## src/rtl/mario_key_pkg.sv

```systemverilog
// Shared HID keycode constants and jump FSM state type for the Mario keyboard front end.
package mario_key_pkg;

  localparam logic [7:0] KEY_NONE  = 8'h00;
  localparam logic [7:0] KEY_A     = 8'h04;
  localparam logic [7:0] KEY_D     = 8'h07;
  localparam logic [7:0] KEY_W     = 8'h1A;
  localparam logic [7:0] KEY_S     = 8'h16;
  localparam logic [7:0] KEY_SPACE = 8'h2C;

  localparam int unsigned EVT_W = 16;

  typedef enum logic [1:0] {
    IDLE     = 2'd0,
    RISE     = 2'd1,
    WAIT_REL = 2'd2
  } jump_state_t;

endpackage

```

## src/rtl/key_evt_fifo.sv

```systemverilog
// First-word-fall-through event FIFO; dout keeps the last popped word while empty.
module key_evt_fifo #(
  parameter int unsigned WIDTH = 16,
  parameter int unsigned DEPTH = 8
) (
  input  logic             clk,
  input  logic             rst,
  input  logic             push,
  input  logic [WIDTH-1:0] din,
  input  logic             pop,
  output logic [WIDTH-1:0] dout,
  output logic             full,
  output logic             empty
);

  localparam int unsigned AW = $clog2(DEPTH);
  localparam logic [AW:0] FULL_CNT = (AW+1)'(DEPTH);

  logic [WIDTH-1:0] mem [DEPTH];
  logic [AW-1:0]    wr_ptr_q, wr_ptr_d, rd_ptr_q, rd_ptr_d;
  logic [AW:0]      count_q, count_d;
  logic [WIDTH-1:0] last_q, last_d;
  logic             do_push, do_pop;

  assign empty = (count_q == '0);
  assign full  = (count_q == FULL_CNT);
  assign dout  = empty ? last_q : mem[rd_ptr_q];

  // A pop frees the slot in the same cycle, so a push into a full FIFO is legal then.
  always_comb begin
    do_pop   = pop && !empty;
    do_push  = push && (!full || do_pop);
    wr_ptr_d = wr_ptr_q;
    rd_ptr_d = rd_ptr_q;
    count_d  = count_q;
    last_d   = last_q;
    if (do_push) wr_ptr_d = wr_ptr_q + 1'b1;
    if (do_pop) begin
      rd_ptr_d = rd_ptr_q + 1'b1;
      last_d   = mem[rd_ptr_q];
    end
    if (do_push && !do_pop)      count_d = count_q + 1'b1;
    else if (do_pop && !do_push) count_d = count_q - 1'b1;
  end

  always_ff @(posedge clk) begin
    if (rst) begin
      wr_ptr_q <= '0;
      rd_ptr_q <= '0;
      count_q  <= '0;
      last_q   <= '0;
    end else begin
      wr_ptr_q <= wr_ptr_d;
      rd_ptr_q <= rd_ptr_d;
      count_q  <= count_d;
      last_q   <= last_d;
    end
  end

  always_ff @(posedge clk) begin
    if (do_push) mem[wr_ptr_q] <= din;
  end

endmodule

```

## src/rtl/keycode_action_ctrl.sv

```systemverilog
// Debounces the SoC HID keycode, decodes movement keys and runs the frame-timed jump FSM.
// Define KEY_EVENT_FIFO_EN to queue {old,new} key-change events; otherwise the event ports are tied off.
module keycode_action_ctrl
  import mario_key_pkg::*;
#(
  parameter int unsigned STABLE_CYCLES   = 4,
  parameter int unsigned JUMP_MAX_FRAMES = 16,
  parameter logic [7:0]  KEY_LEFT        = KEY_A,
  parameter logic [7:0]  KEY_RIGHT       = KEY_D,
  parameter logic [7:0]  KEY_JUMP        = KEY_W,
  parameter logic [7:0]  KEY_RUN         = KEY_S,
  parameter int unsigned FIFO_DEPTH      = 8
) (
  input  logic             Clk,
  input  logic             Reset,
  input  logic [7:0]       keycode,
  input  logic             frame_tick,
  output logic [7:0]       key_stable,
  output logic             move_left,
  output logic             move_right,
  output logic             run,
  output logic             jump_start,
  output logic             jump_hold,
  output logic             evt_valid,
  output logic [EVT_W-1:0] evt_data,
  input  logic             evt_ready,
  output logic             evt_overflow
);

  localparam int unsigned CNT_W = $clog2(STABLE_CYCLES + 1);
  localparam int unsigned FC_W  = $clog2(JUMP_MAX_FRAMES + 1);
  localparam logic [CNT_W-1:0] CNT_MAX = CNT_W'(STABLE_CYCLES);
  localparam logic [FC_W-1:0]  FC_MAX  = FC_W'(JUMP_MAX_FRAMES);

  logic [7:0]       cand_q, cand_d, key_stable_q, key_stable_d;
  logic [CNT_W-1:0] cnt_q, cnt_d;
  logic             accept;
  logic             move_left_q, move_left_d, move_right_q, move_right_d, run_q, run_d;
  jump_state_t      state_q, state_d;
  logic [FC_W-1:0]  frame_cnt_q, frame_cnt_d;
  logic             jump_start_q, jump_start_d, jump_hold_q, jump_hold_d;

  // Accept on the edge where the count reaches the threshold, so the key lands on edge N.
  always_comb begin
    cand_d = cand_q;
    cnt_d  = cnt_q;
    if (keycode != cand_q) begin
      cand_d = keycode;
      cnt_d  = CNT_W'(1);
    end else if (cnt_q != CNT_MAX) begin
      cnt_d = cnt_q + 1'b1;
    end
    accept       = (cnt_d == CNT_MAX) && (cand_d != key_stable_q);
    key_stable_d = accept ? cand_d : key_stable_q;
    move_left_d  = (key_stable_q == KEY_LEFT);
    move_right_d = (key_stable_q == KEY_RIGHT);
    run_d        = (key_stable_q == KEY_RUN);
  end

  // Release is checked before the frame tick so a release always wins.
  always_comb begin
    state_d      = state_q;
    frame_cnt_d  = frame_cnt_q;
    jump_start_d = 1'b0;
    case (state_q)
      IDLE: begin
        if (accept && (cand_d == KEY_JUMP)) begin
          state_d      = RISE;
          jump_start_d = 1'b1;
          frame_cnt_d  = '0;
        end
      end
      RISE: begin
        if (key_stable_q != KEY_JUMP) begin
          state_d = IDLE;
        end else if (frame_tick) begin
          frame_cnt_d = frame_cnt_q + 1'b1;
          if (frame_cnt_d == FC_MAX) state_d = WAIT_REL;
        end
      end
      WAIT_REL: begin
        if (key_stable_q != KEY_JUMP) state_d = IDLE;
      end
      default: state_d = IDLE;
    endcase
    jump_hold_d = (state_d == RISE);
  end

  always_ff @(posedge Clk) begin
    if (Reset) begin
      cand_q       <= KEY_NONE;
      cnt_q        <= '0;
      key_stable_q <= KEY_NONE;
      move_left_q  <= 1'b0;
      move_right_q <= 1'b0;
      run_q        <= 1'b0;
      state_q      <= IDLE;
      frame_cnt_q  <= '0;
      jump_start_q <= 1'b0;
      jump_hold_q  <= 1'b0;
    end else begin
      cand_q       <= cand_d;
      cnt_q        <= cnt_d;
      key_stable_q <= key_stable_d;
      move_left_q  <= move_left_d;
      move_right_q <= move_right_d;
      run_q        <= run_d;
      state_q      <= state_d;
      frame_cnt_q  <= frame_cnt_d;
      jump_start_q <= jump_start_d;
      jump_hold_q  <= jump_hold_d;
    end
  end

  assign key_stable = key_stable_q;
  assign move_left  = move_left_q;
  assign move_right = move_right_q;
  assign run        = run_q;
  assign jump_start = jump_start_q;
  assign jump_hold  = jump_hold_q;

`ifdef KEY_EVENT_FIFO_EN
  logic fifo_full, fifo_empty;
  logic evt_overflow_q, evt_overflow_d;

  key_evt_fifo #(
    .WIDTH (EVT_W),
    .DEPTH (FIFO_DEPTH)
  ) u_evt_fifo (
    .clk   (Clk),
    .rst   (Reset),
    .push  (accept),
    .din   ({key_stable_q, cand_d}),
    .pop   (evt_ready),
    .dout  (evt_data),
    .full  (fifo_full),
    .empty (fifo_empty)
  );

  always_comb begin
    evt_overflow_d = evt_overflow_q;
    if (accept && fifo_full && !evt_ready) evt_overflow_d = 1'b1;
  end

  always_ff @(posedge Clk) begin
    if (Reset) evt_overflow_q <= 1'b0;
    else       evt_overflow_q <= evt_overflow_d;
  end

  assign evt_valid    = !fifo_empty;
  assign evt_overflow = evt_overflow_q;
`else
  localparam int unsigned unused_fifo_depth = FIFO_DEPTH;
  logic unused_evt_ready;
  assign unused_evt_ready = evt_ready;
  assign evt_valid        = 1'b0;
  assign evt_data         = '0;
  assign evt_overflow     = 1'b0;
`endif

endmodule
```

## config.mk

```make
export PLATFORM = sky130hd
export DESIGN_NAME = keycode_action_ctrl
export DESIGN_NICKNAME = d
export VERILOG_FILES = /design/src/rtl/mario_key_pkg.sv /design/src/rtl/key_evt_fifo.sv /design/src/rtl/keycode_action_ctrl.sv
export SDC_FILE = /design/constraint.sdc
export NUM_CORES = 1
export LEC_CHECK = 0
export ABC_AREA = 1
export CORE_UTILIZATION = 25
export CTS_BUF_LIST = sky130_fd_sc_hd__clkbuf_8
export DETAILED_ROUTE_END_ITERATION = 10
export PLACE_DENSITY = 0.49
export REMOVE_ABC_BUFFERS = 1
export SETUP_SLACK_MARGIN = 0.02
export SYNTH_ARGS = -nofsm -noshare
export SYNTH_HDL_FRONTEND = slang
export SYNTH_SLANG_ARGS = --single-unit
```

## constraint.sdc

```tcl
create_clock -name Clk -period 1.7 [get_ports Clk]
set_input_delay 0.51 -clock Clk [delete_from_list [all_inputs] [get_ports Clk]]
set_output_delay 0.51 -clock Clk [all_outputs]
set_load 0.01 [all_outputs]
```

After elaboration in Yosys (flattened, before gate mapping). Cells that the tools add are included. Widths: inputs -> output; s select.

Word-level logic and storage cells: 49. Output and inout port bits: 31. Register bits after elaboration: 31. Input port bits: 12.

Equal/unequal tests: 16. Reductions and logical operators: 6. Add/sub/neg operators: 2. Bitwise operators: 1. Muxes and demuxes: 14.

Operators with widths (count): $eq 8x3->1 const B (2); $eq 8x5->1 const B (2); $ne 8x8->1 (2); $mux 5 (3); $mux 2 (5); $pmux 5 s2 (1); $mux 8 (1); $ne 8x5->1 const B (1); $mux 3 (2); $ne 2x2->1 const B (3); $pmux 2 s3 (1); $add 5x1->5 const B (1); $eq 5x5->1 const B (1); $eq 2x1->1 const B (2); $reduce_and 4->1 (1); $add 3x1->3 const B (1); $eq 3x3->1 const B (1); $ne 3x3->1 const B (1); $eq 2x2->1 const B (1); $logic_and 1x1->1 (2); $logic_not 2->1 (1); $reduce_bool 2->1 (1); $reduce_or 2->1 (1); $mux 1 (1); $not 1->1 (1).

Depth between registers and ports, before layout. Gate-level depths: netlist of run 1.

Word-level depth: 9. Gate-level depth with buffers: 12. Mapped depth without buffers: 12.

Worst setup path before layout of run 1. OpenSTA, ideal clock, no wires.

Path type: flip-flop to flip-flop. Start: reg cnt_q[0]. End: reg key_stable_q[0] (netlist: key_stable[0]). Setup time: 0.119 ns. Path slack: 0.098 ns. Cell stages (with the launch flop): 12. Path buffers: 1. Arrival: 1.483 ns. Clock period less this slack: 1.602 ns. Data required time: 1.581 ns. Path through: dfxtp_1 > inv_1 > ha_1 > nand2_1 > nor2_1 > a21oi_1 > nand2_1 > nor2_4 > nand2_2 > buf_6 > o21ai_0 > a21oi_1.

Word-level cells in the longest chain between the ends: 5. Elaborated cells between the ends (all ways): 6. Classes of those cells: add/sub: 1; eq/ne: 2; mux: 2; reduce/logical: 1.

RTL lines: start: declaration (line keycode_action_ctrl.sv:36) `logic [CNT_W-1:0] cnt_q, cnt_d;`; start signal: assignment (line keycode_action_ctrl.sv:103) `cnt_q <= cnt_d;`; $add 3x1->3 / $ne 3x3->1 (equally long branches) (line keycode_action_ctrl.sv:51, keycode_action_ctrl.sv:50); $mux 3 (*) (line keycode_action_ctrl.sv:50) `end else if (cnt_q != CNT_MAX) begin`; $mux 3 (*) (line keycode_action_ctrl.sv:47) `if (keycode != cand_q) begin`; $eq 3x3->1 (*) (line keycode_action_ctrl.sv:53) `accept = (cnt_d == CNT_MAX) && (cand_d != key_stable_q);`; $logic_and 1x1->1 (*) (line keycode_action_ctrl.sv:53); end signal: assignment (line keycode_action_ctrl.sv:104) `key_stable_q <= key_stable_d;`; end: declaration (line keycode_action_ctrl.sv:35) `logic [7:0] cand_q, cand_d, key_stable_q, key_stable_d;`.

Every way passes the cells marked *; elsewhere a longest branch is shown, timed or not. A chain may end at the register's enable or synchronous reset.

Worst setup path after layout of run 1.
Start: in keycode[5]. End: reg frame_cnt_q[0].

Word-level cells in the longest chain between the ends: 7. Elaborated cells between the ends (all ways): 10. Classes of those cells: eq/ne: 5; mux: 2; reduce/logical: 3.

RTL lines: start: declaration (line keycode_action_ctrl.sv:16) `input logic [7:0] keycode,`; $ne 8x8->1 (line keycode_action_ctrl.sv:47); $mux 8 / $mux 3 (equally long branches) (line keycode_action_ctrl.sv:47); $ne 8x8->1 / $eq 3x3->1 (equally long branches) (line keycode_action_ctrl.sv:53); $logic_and 1x1->1 (line keycode_action_ctrl.sv:53); $logic_and 1x1->1 (*) (line keycode_action_ctrl.sv:67) `if (accept && (cand_d == KEY_JUMP)) begin`; $ne 2x2->1 (no line) (*); $reduce_and 4->1 (no line) (*); end signal: assignment (line keycode_action_ctrl.sv:109) `frame_cnt_q <= frame_cnt_d;`; end: declaration (line keycode_action_ctrl.sv:40) `logic [FC_W-1:0] frame_cnt_q, frame_cnt_d;`.

Marked as above.

==> metrics, run 1 <==
time the worst path needs with I/O delays and setup=1.63 ns; outcome=finished clean; total of hold buffers inserted after clock tree synthesis=0; Finished Layout Cells=357; min-delay src=key_stable[0]; post-synthesis cell area=between 1500 and 2000 um^2; Post-layout nets=296; most numerous cell on the critical path=nand2_1; unrepaired setup endpoints after global routing=true; static power due to leakage=about 1.1 nW; first-pass GRT wire length=6300 um; cells along the critical path=clkdlybuf4s15_2 -> inv_2 -> nand2_1 -> nand2_1 -> nand2_1 -> nor2_2 -> nand3_2 -> nor2_4 -> nand3_4 -> nand2_4 -> nand2_2 -> nand2_2 -> nor2_1; io pins=43; row count=28; number of clock sinks=31; final wirelength=3760 um; antenna violations before repair=0; Avg WL per Cell=approximately 11 um; number of levels in the clock H-tree=2; DRC Markers=0; number of nets with antenna violations after routing=0; ratio of cells with drive above 1 in the final layout=0.330; largest buffer count on any clock path=2; TritonCTS buffer count=5; Worst path slowest cell=clkdlybuf4s15_2; final weighted congestion of routability-driven global placement=0.789; reported max-cap violation count=0; maximum number of pins on one net before global-route repair=12; setup clock skew after layout=0.00772 ns; detailed placer's ending HPWL=2740 um; register clock-pin slew on the reported worst setup and hold paths=~0.070 ns; final slew viol count=0; # fillers=659; type of origin of the critical path=input port; worst flop-to-flop path startpoint=key_stable[7]; launch point of the critical path=keycode[5]; synth-to-layout area growth=41.1%; arrival time of the worst setup path=1.81 ns; Ys Warns=0; Setup crit end kind=register; R2R depth=8; final setup violation count=0; accumulated negative setup slack=0 ns; Critical path buffers and inverters=2; via count of the first global-routing pass=1444; total placed cells including tap cells=336; total power density per cell area=between 600 and 700 nW/um^2; register area share after synthesis=0.383; area post-placement=2020 um^2; Max Clock Freq=613 MHz; die span in y=82.5 um; First DRT Iteration DRCs=38; peak per-stage delay on the critical path=0.21 ns; per-instance average area after synthesis=7.37 um^2; share of the synthesized area in the top cell type=0.383; Die Wd=82.5 um; Initial Util=0.266; worst path setup slack after routing=0.0675 ns; post-detailed-route via-to-cell ratio=4.13; maximum vdd ir drop=0.000316 V; diode insertion count for antenna repair=0; overall die area=6810 um^2; type of the tightest min-delay check=register to register; Setup Crit Path Kind=input port to register; depth of the critical timing path with buffers and inverters included=13; number of input and output port buffers inserted=23; TritonCTS clock tree=done; final design instance area without fill=2290 um^2; latest clock arrival within the worst-skew pair=~0.27 ns; Setup WS pre-CTS=-0.581 ns; Netlist cell types=29; number of stages on the worst hold path=1; cell type contributing the most total cell area after synthesis=dfxtp_1; overflow left after global routing=0; first-pass iteration count of the detailed router=4; required time of the worst setup path=1.87 ns; Yosys reg bits=31; cell family contributing the most delay on the critical path=simple AND/OR/NAND/NOR gates; cell at the root of the clock tree=clkbuf_8; largest fanout of any net on the critical path=6; Post-Synthesis Cells=between 200 and 250; Core Box Area=6100 um^2; Hold Fails Final Rpt=0; aggregate global-route resource usage=0.123; post-route clock period utilization=0.960; cells taking the most area after synthesis=dfxtp_1, nand2_1, buf_4, nor2_1, inv_1; total via count after detailed routing=between 1000 and 1500
==> final timing paths <==
kind                    end  slack (ns)
max          frame_cnt_q[0]        0.07
max reg2reg  frame_cnt_q[0]        0.08
min reg2reg       move_left        0.48
min               move_left        0.48
==> through the flow <==
stage | hold WS [ns] | power, mW | util
after floorplan | 0.461 | 0.829 | -
after global placement | 0.479 | 0.909 | 0.331
after detailed placement | 0.489 | 0.909 | 0.331
after CTS | 0.478 | 1.55 | 0.367
after global routing | 0.503 | 1.61 | 0.375
final | 0.478 | 1.54 | 0.375
==> layout by cell type (no fill, tap or decap), drive strengths merged, types with 2 or more instances in the layout <==
master,instances
a21oi,9
buf,38
clkbuf,10
clkdlybuf4s50,7
conb,18
dfxtp,31
dlygate4sd2,8
ha,3
inv,27
nand2,46
nand3,9
nand3b,2
nand4,4
nor2,39
nor3,3
nor4,2
o21ai,8
xnor2,6
xor2,8
==> power by group <==
part           switching [mW]  internal, mW  leakage [nW]
logic                  0.0911        0.0777         0.785
registers             0.00659         0.738         0.255
clock network           0.262         0.363        0.0557
total                   0.360          1.18          1.10
==> sequential cells by signal, indices dropped and copies added (netlist names) <==
| signal | cells |
|---|---|
| move_right | 1 |
| move_left | 1 |
| jump_start | 1 |
| frame_cnt_q | 5 |
| jump_hold | 1 |
| cand_q | 8 |
| state_q | 2 |
| cnt_q | 3 |
| run | 1 |
| key_stable | 8 |
==> cell families (layout without fill, tap and decap cells) <==
family / after synthesis / in the layout / synth area share
buffers and inverters: 47 / 91 / 0.155
other: 1 / 18 / 0.00231
AOI/OAI and AO/OA: 20 / 20 / 0.0687
DFF: 31 / 31 / 0.383
adders and majority gates: 3 / 3 / 0.0232
and+or+nand+nor: 104 / 105 / 0.292
xor gates and xnor gates: 14 / 14 / 0.0757
==> what timing repair did <==
item                       in CTS  in global routing
setup buffers                  11                  1
gates cloned                    1                  0
resized for setup              41                 33
pin swaps                      13                 15
setup endpoints to repair      24                 18
==> cell type report <==
type	instances	area (um^2)	area share
multi-input cells	160	923	0.404
flip-flops and latches	31	629	0.275
repair buffers	57	442	0.193
inverters	26	97.6	0.0427
clock buffers	7	96.3	0.0421
well taps	75	93.8	0.0411
clock inverters	1	3.75	0.00164
==> cells in the mapped netlist <==
cell and n:
dfxtp_1 31, nand3b_1 2, nor3_2 2, nand3_1 7, conb_1 1, a21oi_1 8, inv_2 2, o21a_1 1
xnor2_1 6, a211oi_1 1, nand3_2 1, o21ai_0 8, nor2_2 2, xor2_1 8, buf_4 18, ha_1 3
a21boi_0 1, nor4_1 2, nand4_1 4, inv_1 24, nor2_4 1, a21oi_2 1, nor2_1 36, nand2_2 2
nand3_4 1, nor3_1 1, clkbuf_1 2, buf_6 1, nand2_1 43
==> layer usage <==
layer / vias up / part of all wire / GRT usage
met4: 0 / 0.017 / 0.0466
met1: 666 / 0.50 / 0.157
li1: 772 / - / -
met5: - / 0 / 0
met3: 6 / 0.035 / 0.0253
met2: 31 / 0.45 / 0.202
Note: power is estimated with default switching activity, not from simulation.
==> inputs of run 2 (changes only) <==
Settings changed: DONT_BUFFER_PORTS set to 1, PLACE_DENSITY 0.49 to 0.41, SLEW_MARGIN set to 20.
==> run 2 against run 1 <==
  * Register-to-register slack is essentially flat
  * Total power shrank 10%
  * Combinational power shrank 40%
  * Setup slack gained 0.021 ns
  * Largest power group unchanged
==> metrics, run 2 (synthesis results as in run 1) <==
worst hold margin=0.292 ns; io pins=43; total of hold buffers inserted after clock tree synthesis=0; latest clock arrival within the worst-skew pair=0.28 ns; total power density per cell area=approximately 700 nW/um^2; setup clock skew after layout=0.00894 ns; static power due to leakage=0.918 nW; overflow left after global routing=0; final weighted congestion of routability-driven global placement=around 0.7; type of origin of the critical path=register; number of clock sinks=31; TritonCTS clock tree=done; Max Clock Freq=620 MHz; aggregate global-route resource usage=0.121; antenna violations before repair=0; First DRT Iteration DRCs=52; total placed cells including tap cells=314; TritonCTS buffer count=5; number of nets with antenna violations after routing=0; register clock-pin slew on the reported worst setup and hold paths=0.07 ns; Avg WL per Cell=10.9 um; DRC Markers=0; number of input and output port buffers inserted=0; Finished Layout Cells=324; required time of the worst setup path=1.88 ns; die span in y=82.5 um; diode insertion count for antenna repair=0; via count of the first global-routing pass=1241; largest buffer count on any clock path=2; time the worst path needs with I/O delays and setup=1.61 ns; detailed placer's ending HPWL=2690 um; final wirelength=3530 um; final slew viol count=0; number of levels in the clock H-tree=2; Die Wd=a little over 80 um; synth-to-layout area growth=22.6%; most common cell after layout, fill and taps aside=nand2_1; cell at the root of the clock tree=clkbuf_8; post-detailed-route via-to-cell ratio=4.09; largest fanout of any net on the critical path=6; area post-placement=roughly 1800 um^2; total via count after detailed routing=1326; outcome=finished clean; worst-case register-to-register setup slack=0.09 ns; first-pass GRT wire length=about 6000 um; final setup violation count=0; Initial Util=0.266; Post-layout nets=263; final design instance area without fill=1990 um^2; Core Box Area=6100 um^2; Hold Fails Final Rpt=0; maximum number of pins on one net before global-route repair=13; sum of internal, switching and leakage power=~1.4 mW; overall die area=6810 um^2; commonest cells after routing, fill and taps aside=nand2_1, nor2_1, dfxtp_1; ratio of cells with drive above 1 in the final layout=0.245; post-route clock period utilization=0.948; arrival time of the worst setup path=1.79 ns; type of the tightest min-delay check=input port to register; Setup Crit Path Kind=register to register; row count=28; maximum vdd ir drop=0.000293 V; Setup crit end kind=register; unrepaired setup endpoints after global routing=true; reported max-cap violation count=0; first-pass iteration count of the detailed router=4
## run 2: cell count changes in the layout (fill, tap and decap cells not counted), sizes merged, moves of 5 or more
cell / delta
buf: -13
clkbuf: -5
clkdlybuf4s50: -7
dlygate4sd2: -8
## run 2: final cells by class
type	instances	area, um^2
Fill cell	670	4110
Clock inverter	3	12.5
Multi-Input combinational cell	159	880
Clock buffer	5	68.8
Sequential cell	31	627
Timing Repair Buffer	25	208
Tap cell	75	93.8
Inverter	26	97.6
## run 2: worst paths after layout
| path | from | to | cells after the start |
|---|---|---|---|
| max | key_stable[5] | frame_cnt_q[3] | 8 |
| min | Reset | cand_q[4] | 1 |
| max reg2reg | key_stable[5] | frame_cnt_q[3] | 8 |
| min reg2reg | state_q[1] | state_q[1] | 2 |
## run 2: through the flow
step | setup TNS [ns] | setup WS, ns | util
after floorplan | 0 | 0.103 | -
after global placement | -0.341 | -0.0692 | 0.297
after detailed placement | -0.298 | -0.0707 | 0.297
after CTS | 0 | 0.0212 | 0.315
after global routing | -0.260 | -0.0577 | 0.326
final | 0 | 0.0884 | 0.326
## run 2: worst max-delay path: stages (launching register included)
cell	delay (ns)
dfxtp_4	0.36
nor3_4	0.20
nand4_1	0.18
nor3_2	0.28
nand3_2	0.20
nand2_4	0.15
nand2_1	0.06
nand2_1	0.05
nor2_1	0.03
## run 2: routing by layer
| metal | up-vias | GRT usage | wire (um) |
|---|---|---|---|
| met5 | - | 0 | 0 |
| met2 | 40 | 0.183 | 1490 |
| met4 | 0 | 0.0517 | 75 |
| met3 | 8 | 0.0396 | 279 |
| li1 | 704 | - | - |
| met1 | 574 | 0.156 | 1690 |
## run 2: power breakdown
group,total (mW),switching (mW),internal [mW]
Combinational,0.102,0.0616,0.0403
Clock,0.540,0.266,0.275
Sequential,0.741,0.00502,0.736
## run 2: timing repair
| item | in CTS | in global routing |
|---|---|---|
| resized for setup | 9 | 19 |
| setup endpoints to repair | 15 | 16 |
| gates cloned | 0 | 0 |
| setup buffers | 0 | 2 |
| pin swaps | 4 | 9 |
| endpoints found under the hold margin | 0 | 0 |
==> inputs of run 3 (changes only) <==
Settings changed: CORE_MARGIN set to 2, GPL_TIMING_DRIVEN set to 0.
==> run 3 against run 2 <==
  * Sequential share of layout area is 2.1 points higher
  * Die area up 4.9%
  * Critical endpoint is now key_stable[0]
  * Clock skew about the same
  * Cell area fell by 5.5%
  * Setup slack improved by 0.0079 ns
  * Largest cell class unchanged
  * Routed wire length is 0.91% higher
  * Final cell count down 4.3%
  * Global-route usage down 1.5 points
  * Core utilization shrank 2.8 points
  * Clock-buffer cell count unchanged
  * Highest routed layer unchanged
==> metrics, run 3 (synthesis results as in run 1) <==
overflow left after global routing=0; diode insertion count for antenna repair=0; min-delay src=Reset; maximum vdd ir drop=~0.00024 V; register clock-pin slew on the reported worst setup and hold paths=around 0.070 ns; Initial Util=0.257; Max Clock Freq=624 MHz; number of nets with antenna violations after routing=0; peak per-stage delay on the critical path=between 0.3 and 0.4 ns; aggregate global-route resource usage=0.106; total via count after detailed routing=1287; Setup Crit Path Kind=register to register; type of the tightest min-delay check=input port to register; most numerous cell on the critical path=nand2_4; synth-to-layout area growth=15.9%; slew margin rel.=0.609; DRC Markers=0; die span in y=84.5 um; final slew viol count=0; Setup crit end kind=register; total power density per cell area=736 nW/um^2; post-detailed-route via-to-cell ratio=4.15; final design instance area without fill=1880 um^2; time the worst path needs with I/O delays and setup=1.60 ns; largest buffer count on any clock path=2; type of origin of the critical path=register; most common cell after layout, fill and taps aside=nand2_1; final setup violation count=0; TritonCTS clock tree=done; area post-placement=1630 um^2; required time of the worst setup path=1.88 ns; first-pass iteration count of the detailed router=4; cell at the root of the clock tree=clkbuf_8; final wirelength=3560 um; first-pass GRT wire length=5820 um; setup clock skew after layout=about 0.0087 ns; worst flop-to-flop path startpoint=cnt_q[0]; TritonCTS buffer count=5; reported max-cap violation count=0; Critical path buffers and inverters=2; via count of the first global-routing pass=1212; final weighted congestion of routability-driven global placement=0.729; number of clock sinks=31; launch point of the critical path=cnt_q[0]; io pins=43; detailed placer's ending HPWL=approximately 2500 um; arrival time of the worst setup path=1.78 ns; maximum number of pins on one net before global-route repair=17; antenna violations before repair=0; Avg WL per Cell=about 11 um; transition time at the pin with the least slew margin=0.586 ns; static power due to leakage=0.828 nW; ratio of cells with drive above 1 in the final layout=0.206; latest clock arrival within the worst-skew pair=0.29 ns; overall die area=7140 um^2; number of input and output port buffers inserted=0; worst hold margin=0.283 ns; largest fanout of any net on the critical path=6; Post-layout nets=247; number of levels in the clock H-tree=2; Die Wd=around 85 um; cell family contributing the most delay on the critical path=simple AND/OR/NAND/NOR gates; unrepaired setup endpoints after global routing=true; First DRT Iteration DRCs=68; post-route clock period utilization=0.943; Worst path slowest cell=dfxtp_2; Hold Fails Final Rpt=0; row count=29; cells along the critical path=inv_2 -> ha_4 -> nand2_4 -> xor2_2 -> nand3_2 -> nor2_4 -> nand2_4 -> buf_4 -> o21ai_1 -> a21oi_1; worst-case register-to-register setup slack=0.1 ns; commonest cells after routing, fill and taps aside=nand2_1, nor2_1, dfxtp_1; outcome=finished clean; Core Box Area=around 6300 um^2; total of hold buffers inserted after clock tree synthesis=0
[run 3: final cells by class]
cell class | count | area [um^2]
clock inverters | 3 | 12.5
fillers | 699 | 4440
multi-input cells | 159 | 895
well taps | 77 | 96.3
flip-flops and latches | 31 | 632
repair buffers | 9 | 71.3
clock buffers | 5 | 68.8
inverters | 26 | 103
[run 3: worst paths after layout]
check	to	depth (start not counted)
hold / removal	cand_q[3]	1
hold reg to reg	state_q[1]	2
setup reg to reg	key_stable[0]	10
setup / recovery	key_stable[0]	10
[run 3: stage by stage]
| step | TNS [ns] | std cells | total power, mW | setup slack (ns) | utilization |
|---|---|---|---|---|---|
| 2_1_floorplan | 0 | 216 | 0.829 | 0.103 | - |
| 3_3_place_gp | -1.37 | 293 | 0.841 | -0.203 | 0.258 |
| 3_5_place_dp | -1.26 | 293 | 0.842 | -0.190 | 0.258 |
| 4_1_cts | 0 | 303 | 1.40 | 0.0300 | 0.278 |
| 5_1_grt | -0.0610 | 310 | 1.46 | -0.0271 | 0.297 |
| 6_report | 0 | 310 | 1.38 | 0.0962 | 0.297 |
[run 3: worst register-to-register path, cell delays in order, from the launching register on]
cell     delay, ns
dfxtp_2       0.33
inv_2         0.06
ha_4          0.16
nand2_4       0.08
xor2_2        0.16
nand3_2       0.11
nor2_4        0.15
nand2_4       0.12
buf_4         0.17
o21ai_1       0.11
a21oi_1       0.05
[run 3: per-layer routing]
metal,vias to the layer above,share of wire,global-route usage
met2,34,0.45,0.170
met4,0,0.022,0.0519
li1,676,-,-
met1,571,0.45,0.120
met5,-,0,0
met3,6,0.086,0.0472
[run 3: report_power, final]
part | internal (mW) | switching, mW | total (mW) | leakage, nW
clock network | 0.275 | 0.276 | 0.550 | 0.0505
logic | 0.0319 | 0.0591 | 0.0910 | 0.522
registers | 0.736 | 0.00512 | 0.741 | 0.256
total | 1.04 | 0.340 | 1.38 | 0.828
[run 3: repair_timing]
action | 4_1_cts | 5_1_grt
pin swaps | 5 | 10
setup buffers | 2 | 7
hold endpoints to repair | 0 | 0
setup endpoints to repair | 12 | 14
gates resized for setup | 9 | 28
